`config.mk`:
```
export PLATFORM = sky130hd
export DESIGN_NAME = wb_reg_slave
export DESIGN_NICKNAME = d
export VERILOG_FILES = /design/src/rtl/wb_reg_slave.sv
export SDC_FILE = /design/constraint.sdc
export NUM_CORES = 1
export LEC_CHECK = 0
export BUFFER_PORTS_ARGS = -buffer_cell sky130_fd_sc_hd__buf_2
export CELL_PAD_IN_SITES_DETAIL_PLACEMENT = 2
export CELL_PAD_IN_SITES_GLOBAL_PLACEMENT = 2
export CORE_MARGIN = 2
export CORE_UTILIZATION = 42
export CTS_CLUSTER_DIAMETER = 120
export CTS_CLUSTER_SIZE = 20
export DETAILED_ROUTE_END_ITERATION = 6
export GPL_ROUTABILITY_DRIVEN = 0
export HOLD_SLACK_MARGIN = 0.05
export PLACE_DENSITY_LB_ADDON = 0.1
export SLEW_MARGIN = 40
export SYNTH_ARGS = -nofsm -noshare
export SYNTH_HDL_FRONTEND = slang
export SYNTH_SLANG_ARGS = --single-unit
```
`constraint.sdc`:
```
create_clock -name clk -period 3.11 [get_ports clk]
set_input_delay 0.1555 -clock clk [delete_from_list [all_inputs] [get_ports clk]]
set_output_delay 0.1555 -clock clk [all_outputs]
set_load 0.02 [all_outputs]
```
`src/rtl/wb_reg_slave.sv`:
```
// wb_reg_slave: Wishbone-style register-file responder.
// It provides DEPTH-1 R/W registers and one read-only status word at the top address.
// Each transfer completes with a single-cycle ack after WAIT_STATES extra cycles.
// Register 0 is exported as ctrl_out.
//
// state  | meaning
// -------+---------------------------------------------------------------
// S_IDLE | waiting for cycle&strobe; request fields are taken from the bus
// S_WAIT | counting wait states; a dropped cycle/strobe aborts the transfer
// S_ACK  | ack high for exactly this cycle; always returns to S_IDLE
module wb_reg_slave #(
  parameter int                 ADDR_W      = 4,
  parameter int                 DATA_W      = 16,
  parameter int                 WAIT_STATES = 0,
  parameter logic [DATA_W-1:0]  RST_VAL     = '0
) (
  input  logic              clk,
  input  logic              rst,
  input  logic              cycle,
  input  logic              strobe,
  input  logic              write,
  input  logic [ADDR_W-1:0] addr,
  input  logic [DATA_W-1:0] wrData,
  output logic              ack,
  output logic [DATA_W-1:0] rdData,
  input  logic [DATA_W-1:0] status_in,
  output logic [DATA_W-1:0] ctrl_out
);

  localparam int                DEPTH    = 2 ** ADDR_W;
  localparam logic [ADDR_W-1:0] STAT_ADR = ADDR_W'(DEPTH - 1);
  localparam logic [3:0]        CNT_LOAD = (WAIT_STATES > 0) ? 4'(WAIT_STATES - 1) : 4'd0;

  typedef enum logic [1:0] {S_IDLE, S_WAIT, S_ACK} state_t;

  state_t            state, state_nxt;
  logic [3:0]        count, count_nxt;
  logic [ADDR_W-1:0] addr_q;
  logic              write_q;
  logic [DATA_W-1:0] wdata_q;
  logic [DATA_W-1:0] regs [DEPTH-1];

  logic              req;
  logic              accept;
  logic              commit;
  logic [ADDR_W-1:0] x_addr;
  logic              x_write;
  logic [DATA_W-1:0] x_wdata;
  logic [DATA_W-1:0] rd_mux;

  assign req    = cycle & strobe;
  assign accept = (state == S_IDLE) && req;
  // Entering S_ACK is the single point where a transfer takes effect.
  assign commit = (state_nxt == S_ACK);

  // With zero wait states the commit edge is also the accept edge, so the
  // transfer fields must come straight from the bus rather than the latches.
  assign x_addr  = (state == S_IDLE) ? addr   : addr_q;
  assign x_write = (state == S_IDLE) ? write  : write_q;
  assign x_wdata = (state == S_IDLE) ? wrData : wdata_q;

  // State register and wait-state counter.
  always_ff @(posedge clk) begin
    if (!rst) begin
      state <= S_IDLE;
      count <= 4'd0;
    end else begin
      state <= state_nxt;
      count <= count_nxt;
    end
  end

  // Next-state and counter logic.
  always_comb begin
    state_nxt = state;
    count_nxt = count;
    case (state)
      S_IDLE: begin
        if (req) begin
          if (WAIT_STATES > 0) begin
            state_nxt = S_WAIT;
            count_nxt = CNT_LOAD;
          end else begin
            state_nxt = S_ACK;
          end
        end
      end
      S_WAIT: begin
        if (!req)
          state_nxt = S_IDLE;
        else if (count == 4'd0)
          state_nxt = S_ACK;
        else
          count_nxt = count - 4'd1;
      end
      S_ACK:   state_nxt = S_IDLE;
      default: state_nxt = S_IDLE;
    endcase
  end

  // Outputs and the read mux; the top address returns the live status word.
  always_comb begin
    ack      = (state == S_ACK);
    ctrl_out = regs[0];
    rd_mux   = status_in;
    if (x_addr != STAT_ADR)
      rd_mux = regs[x_addr];
  end

  // Request latches, register file and registered read data.
  always_ff @(posedge clk) begin
    if (!rst) begin
      addr_q  <= '0;
      write_q <= 1'b0;
      wdata_q <= '0;
      rdData  <= '0;
      for (int i = 0; i < DEPTH - 1; i++)
        regs[i] <= RST_VAL;
    end else begin
      if (accept) begin
        addr_q  <= addr;
        write_q <= write;
        wdata_q <= wrData;
      end
      if (commit && x_write && (x_addr != STAT_ADR))
        regs[x_addr] <= x_wdata;
      rdData <= (commit && !x_write) ? rd_mux : '0;
    end
  end

endmodule

```
# Word level (Yosys, flattened, before mapping)
# Memory sizes are Yosys's and may differ from the RTL's.
# Index checks and enable logic that the tools add are counted.
totals:
  regBits: 43
  latchBits: 0
  mem_bits_rw: 240
  mem_bits_ro: 0
  inputBits: 41
  output_inout_bits: 33
  wordCells: 39
  mem_count: 1
mem_list:
  columns: ["memory", "depth", "word_bits", "rd", "rd_clocked_by_memory_dff", "wr", "line_no", "source"]
  rows:
  - ["regs", 15, 16, 2, 0, 15, "41", "logic [DATA_W-1:0] regs [DEPTH-1];"]
op_classes:
  add_sub_neg: 1
  multipliers: 0
  div: 0
  magnitude_cmp: 0
  n_eq_ne: 4
  shifts: 0
  mux: 15
  bitwise_logic: 2
  reduce_logical: 10
ops:
  columns: ["cell", "count"]
  rows:
  - ["2-to-1 mux 16 bit", 3]
  - ["OR reduction 16 bit", 1]
  - ["2-to-1 mux 4 bit", 2]
  - ["2-to-1 mux 1 bit", 6]
  - ["2-to-1 mux 2 bit", 3]
  - ["equality test 2 bit (second input constant)", 2]
  - ["logical AND 1 bit", 4]
  - ["zero test 4 bit", 1]
  - ["!= test 4 bit (second input constant)", 1]
  - ["one-hot mux 2 bit (2 select lines)", 1]
  - ["subtractor 4 x 1 -> 4 bit (second input constant)", 1]
  - ["AND reduction 3 bit", 1]
  - ["equality test 2 x 1 -> 1 bit (second input constant)", 1]
  - ["zero test 2 bit", 1]
  - ["AND reduction 2 bit", 1]
  - ["AND 1 bit", 1]
  - ["zero test 1 bit", 1]
  - ["inverter 1 bit", 1]

# Depth between registers and ports, before layout
# Gate-level depths: netlist of the first run.
logic_depth:
  ltp_word: 12
  mapped_depth: 9
  mapped_depth_nobuf: 7

# Worst setup path before layout of the first run
# Ideal clock, no wire load.
synth_timing:
  path_type: "register to register"
  from: "register count[0]"
  to: "memory regs[12][0] (enable)"
  arrival_time_ns: 2.230
  t_required_ns: 2.738
  path_slack_ns: 0.508
  path_stages_with_launch: 9
  path_buffers: 1
  path_cell_list: "dfxtp_1 -> inv_1 -> ha_1 -> nor3b_1 -> o21a_1 -> nor2b_1 -> nand4_4 -> buf_2 -> nand2_1"
synth_lines:
  columns: ["element", "line_no", "source"]
  rows:
  - ["start: declaration", "37", "logic [3:0] count, count_nxt;"]
  - ["start signal: assignment", "69", "count <= count_nxt;"]
  - ["end: declaration", "41", null]

==> metrics.txt, run 1 <==
status=completed; post-layout util=0.490; combinational family with the most area after synthesis=compound AO/OA/AOI/OAI gates; Synth Area in Compound Gates=0.160; skew final=0.0254 ns; Synth area leader=edfxtp_1; vias=8546; vias in the first global route=9373; largest cells by area after synthesis=edfxtp_1 59%, nor2_1 7.2%, dfxtp_1 7.1%; GRT overflow=0; Syn Inst Count=995; final wirelength=36900 um; RSZ-0062 raised after global routing=false; post-synthesis mux area share=0.0132; WL/cell=24.6 um; first-pass GRT wire length=57400 um; Mean Syn Cell Area=12.2 um2; Worst EP required=3.31 ns; FFs w/ async S/R, synth=0; ANT cells=0; XOR/XNOR Fraction of Synth Area=0.00217; Slew headroom=0.450; sequential area share after synthesis=0.665; CP max FO=16; DP HPWL=24800 um; Final period util=0.922; Startpoint Class=flip-flop; H-tree Lvls=1; adder-cell share of the synthesized area=0.00103; setup repair bufs after CTS=0; I/O pins=74; post-synth top area share=0.594; fin area=0.0140 mm2; synthesized area=0.0121 mm2; CP Capture Type=flip-flop; max-cap viol count=0; count of warnings emitted by yosys=0; Yosys reg bits=283; ratio of cells with drive above 1 in the final layout=0.181; initial antenna violation count=0; largest net degree at the start of global routing=69; Crit Path Class=reg2reg; Gates resized, CTS repair=0; nets@finish=1149; chip width=174 um; number of flops mapped to enable cells by yosys=240; slowest stage delay, CP=0.66 ns; CTS Buffer Depth=3; die area=0.0302 mm2; mean number of vias per cell=5.69; worst min-delay path class=in2reg; family with the most delay on the worst path=compound AO/OA/AOI/OAI gates; P_leak=5.14 nW; Bufs and invs on worst path=1; Synth Area in Simple Gates=0.122; first-pass iteration count of the detailed router=5; number of CTS-inserted buffers=18; most frequent cell after synthesis=edfxtp_1; critical path cell sequence=or2_0, o21ai_4, a211oi_2, nand2_2, nand2_1, buf_4; Distinct cells, synth=45; # hold bufs at CTS=32; DR iter-0 viols=549; clock sink count=283; # rows=62; area growth from synthesis to layout=15.4%; TNS Setup=0 ns; CORE AREA=0.0285 mm2; non-filler cells, final=1503; Port Buf Inserts=73; final hold vios=0; crit path time final=2.87 ns; placed instance area=0.0131 mm2; Critical Path AT=3.06 ns; post-route antenna net violation count=0; Peak VDD IR=368 uV; Skew-Pair Late Insertion Delay=0.52 ns; syn nets=1037; Die Ht=174 um; Max Clk Rate=349 MHz; final setup violation count=0; FILL cells=2876; GRT Overall Usage=0.249; ys flop type=edfxtp_1; root buffer cell=clkbuf_16; Clock Pin Slew Worst Setup and Hold Paths=0.08 ns; CTS tree=built; pins over their slew limit=0; P per Cell Area=528 mW/mm2; DRC errors left=0; Post-synth top cells=240 x edfxtp_1, 233 x nor2_1, 112 x a22oi_1, 80 x a21oi_1, 63 x nand2_1; Inst Count DP=1439; Worst Tran Pin Value=0.822 ns; highest-delay cell along the critical path=dfxtp_1; Initial Util=0.425
==> flip-flops by register name, indices dropped and copies added, names as in the netlist <==
register and cells:
regs 240, rdData 16, write_q 1, state 2
addr_q 4, wdata_q 16, count 4
==> kinds of logic after synthesis <==
family          Yosys count
simple gates            344
xor+xnor                  3
flops                   283
fa+ha+maj                 1
mux                      16
buf+inv                  84
compound gates          264
==> placed cells by master, fill, tap and decap left out, drive strengths merged, types with 20 or more instances in the layout <==
master,n
dfxtp,43
a22oi,112
dlygate4sd3,32
nand2,76
edfxtp,240
o21a,20
buf,139
a21boi,21
a21oi,80
clkbuf,31
nor2,243
==> final cells by class <==
cell class | count | area (um2) | area share
clock buffers | 31 | 520 | 0.0372
clock inverters | 1 | 20.0 | 0.00143
inverters | 5 | 18.8 | 0.00134
multi-input cells | 628 | 3660 | 0.261
flip-flops and latches | 283 | 8070 | 0.576
well taps | 384 | 480 | 0.0343
repair buffers | 171 | 1230 | 0.0880
==> routing by layer <==
metal | track usage | part of all wire
met1 | 0.334 | 0.44
met2 | 0.435 | 0.51
met3 | 0.0280 | 0.034
met4 | 0.0578 | 0.023
met5 | 0 | 0
==> path summary, 6_finish.rpt <==
check                     from           to  slack (ns)  cells past startpoint
hold reg to reg     wdata_q[6]   wdata_q[6]        0.47                      2
hold / removal    status_in[4]    rdData[4]        0.07                      3
setup reg to reg      state[0]  regs[11][9]        0.24                      6
setup / recovery      state[0]  regs[11][9]        0.24                      6
==> through the flow <==
step                total power (W)  worst slack (ns)  hold WS [ns]
detailed placement          0.00500             0.263         0.427
global route                0.00765            0.0331        0.0680
CTS                         0.00746             0.238        0.0689
floorplan                   0.00470             0.508         0.300
finish                      0.00740             0.242        0.0737
global placement            0.00497             0.388         0.419
==> worst reg2reg max path, cell delays in order (launching register included) <==
cell	delay (ns)
dfxtp_1	0.66
or2_0	0.56
o21ai_4	0.25
a211oi_2	0.59
nand2_2	0.12
nand2_1	0.09
buf_4	0.28
==> power by group <==
group / switching (W) / leakage (nW) / internal [W]
registers: 0.0000490 / 2.85 / 0.00422
logic: 0.000469 / 2.04 / 0.000206
clock network: 0.00129 / 0.258 / 0.00117
total: 0.00181 / 5.14 / 0.00559
(Power assumes the default switching activity.)
==> run 2, diff against run 1 <==
--- a/config.mk
+++ b/config.mk
@@ -8,6 +8,7 @@
 export BUFFER_PORTS_ARGS = -buffer_cell sky130_fd_sc_hd__buf_2
 export CELL_PAD_IN_SITES_DETAIL_PLACEMENT = 2
 export CELL_PAD_IN_SITES_GLOBAL_PLACEMENT = 2
+export CORE_ASPECT_RATIO = 1.4
 export CORE_MARGIN = 2
 export CORE_UTILIZATION = 42
 export CTS_CLUSTER_DIAMETER = 120
@@ -15,7 +16,7 @@
 export DETAILED_ROUTE_END_ITERATION = 6
 export GPL_ROUTABILITY_DRIVEN = 0
 export HOLD_SLACK_MARGIN = 0.05
-export PLACE_DENSITY_LB_ADDON = 0.1
+export PLACE_DENSITY_LB_ADDON = 0.15
 export SLEW_MARGIN = 40
 export SYNTH_ARGS = -nofsm -noshare
 export SYNTH_HDL_FRONTEND = slang
==> run 2 against run 1 <==
Clock power barely moved. Sequential share of layout area fell by 0.093 points. Hold slack improved by 0.0074 ns. Critical path type unchanged. Largest cell class unchanged.
==> metrics.txt, run 2 (same netlist as run 1, synthesis figures left out) <==
status=completed; crit path time final=2.82 ns; initial antenna violation count=0; pins over their slew limit=0; largest net degree at the start of global routing=69; highest-delay cell along the critical path=dfxtp_1; DR iter-0 viols=530; sequential cell area=0.00807 mm2; P per Cell Area=527 mW/mm2; area growth from synthesis to layout=15.6%; Skew-Pair Late Insertion Delay=0.52 ns; final setup violation count=0; Final period util=0.906; mean number of vias per cell=5.64; r2r worst-path depth=6; Worst EP required=3.25 ns; CP max FO=16; Initial Util=0.427; Total Power=0.00739 W; hold path endpoint=rdData[7]; vias in the first global route=9374; H-tree Lvls=1; Critical Path AT=2.95 ns; # rows=73; DP HPWL=25500 um; final hold vios=0; first-pass iteration count of the detailed router=5; root buffer cell=clkbuf_16; TNS Setup=0 ns; RSZ-0062 raised after global routing=false; Crit Path Class=reg2reg; DRC errors left=0; commonest non-fill, non-tap cell in the layout=edfxtp_1; Critical R2R Launch=state[1]; non-filler cells, final=1499; number of cells on the worst hold path=3; CP Depth=6; FILL cells=2773; P_leak=5.16 nW; CP Capture Type=flip-flop; CTS Buffer Depth=3; Worst Tran Pin Value=0.793 ns; Peak VDD IR=498 uV; commonest non-fill, non-tap cells in the layout=240 x edfxtp_1, 233 x nor2_1, 112 x a22oi_1, 80 x a21oi_1, 73 x buf_2; family with the most delay on the worst path=simple AND/OR/NAND/NOR gates; GRT Overall Usage=0.247; CORE AREA=0.0284 mm2; ANT cells=0; clock sink count=283; Top reg by flops=regs; vias=8456; Critical R2R Capture=regs[2][13]; WL/cell=24.5 um; PnR worst setup slack=0.291 ns; worst min-delay path class=in2reg; final wirelength=36700 um; Port Buf Inserts=73; max-cap viol count=0; chip width=148 um; Inst Count DP=1432; ratio of cells with drive above 1 in the final layout=0.182; post-layout util=0.493; Place WS=0.313 ns; GRT overflow=0; slowest stage delay, CP=0.67 ns; critical path cell sequence=or2_0, buf_4, o21ai_4, a211oi_2, nand2_2, nand2_1; multi-input logic area=0.00366 mm2; die area=0.0303 mm2; CTS tree=built; Slew headroom=0.470; I/O pins=74; Largest register FFs=240; nets@finish=1154; first-pass GRT wire length=56500 um; post-route antenna net violation count=0; Bufs and invs on worst path=1; flop2flop setup slack=0.29 ns; Max Clk Rate=355 MHz; number of CTS-inserted buffers=18; Clock Pin Slew Worst Setup and Hold Paths=0.09 ns; skew final=0.0245 ns; largest registers=regs (240), rdData (16), wdata_q (16); Gates resized, CTS repair=0; worst min-delay path startpoint=status_in[7]; Startpoint Class=flip-flop; Die Ht=205 um
-- run 2: worst register-to-register path: stages, from the launching register on --
cell      delay (ns)
dfxtp_1         0.67
or2_0           0.37
buf_4           0.22
o21ai_4         0.14
a211oi_2        0.31
nand2_2         0.09
nand2_1         0.63
-- run 2: report_power, final --
group          total (W)  switching [W]  internal (W)  leakage (nW)
logic           0.000662       0.000454      0.000208          2.06
clock network    0.00245        0.00129       0.00117         0.258
registers        0.00427      0.0000535       0.00422          2.85
total            0.00739        0.00179       0.00559          5.16
-- run 2: repair_timing --
item	in CTS	in global routing
setup buffers	0	0
endpoints found under the hold margin	34	1
hold buffers	34	1
-- run 2: area by class of cell --
type / count / share of cell area
multi-input combinational: 628 / 0.261
inverter: 5 / 0.00134
sequential: 283 / 0.576
tap: 375 / 0.0335
clock inverter: 1 / 0.00143
clock buffer: 31 / 0.0371
timing repair buffer: 176 / 0.0902
-- run 2: how the worst max path moves through the flow --
| stage | endpoint | slack [ns] | startpoint |
|---|---|---|---|
| floorplan | regs[12][0] | 0.51 | count[0] |
| global placement | regs[2][12] | 0.46 | state[1] |
| detailed placement | regs[2][1] | 0.31 | state[1] |
| CTS | regs[2][11] | 0.27 | state[1] |
| global route | regs[2][11] | 0.09 | count[0] |
| finish | regs[2][13] | 0.29 | state[1] |
-- run 2: routing by layer --
layer	share of wire	track usage	vias to the layer above
li1	-	-	3868
met1	0.39	0.298	4369
met2	0.55	0.475	171
met3	0.035	0.0207	48
met4	0.021	0.0580	0
met5	0	0	-
-- run 2: through the flow --
| stage | hold slack (ns) | cell area [um2] |
|---|---|---|
| finish | 0.0811 | 14000 |
| global route | 0.0699 | 14000 |
| CTS | 0.0517 | 14000 |
| detailed placement | 0.429 | 13100 |
| global placement | 0.419 | 13100 |
| floorplan | 0.300 | 12100 |
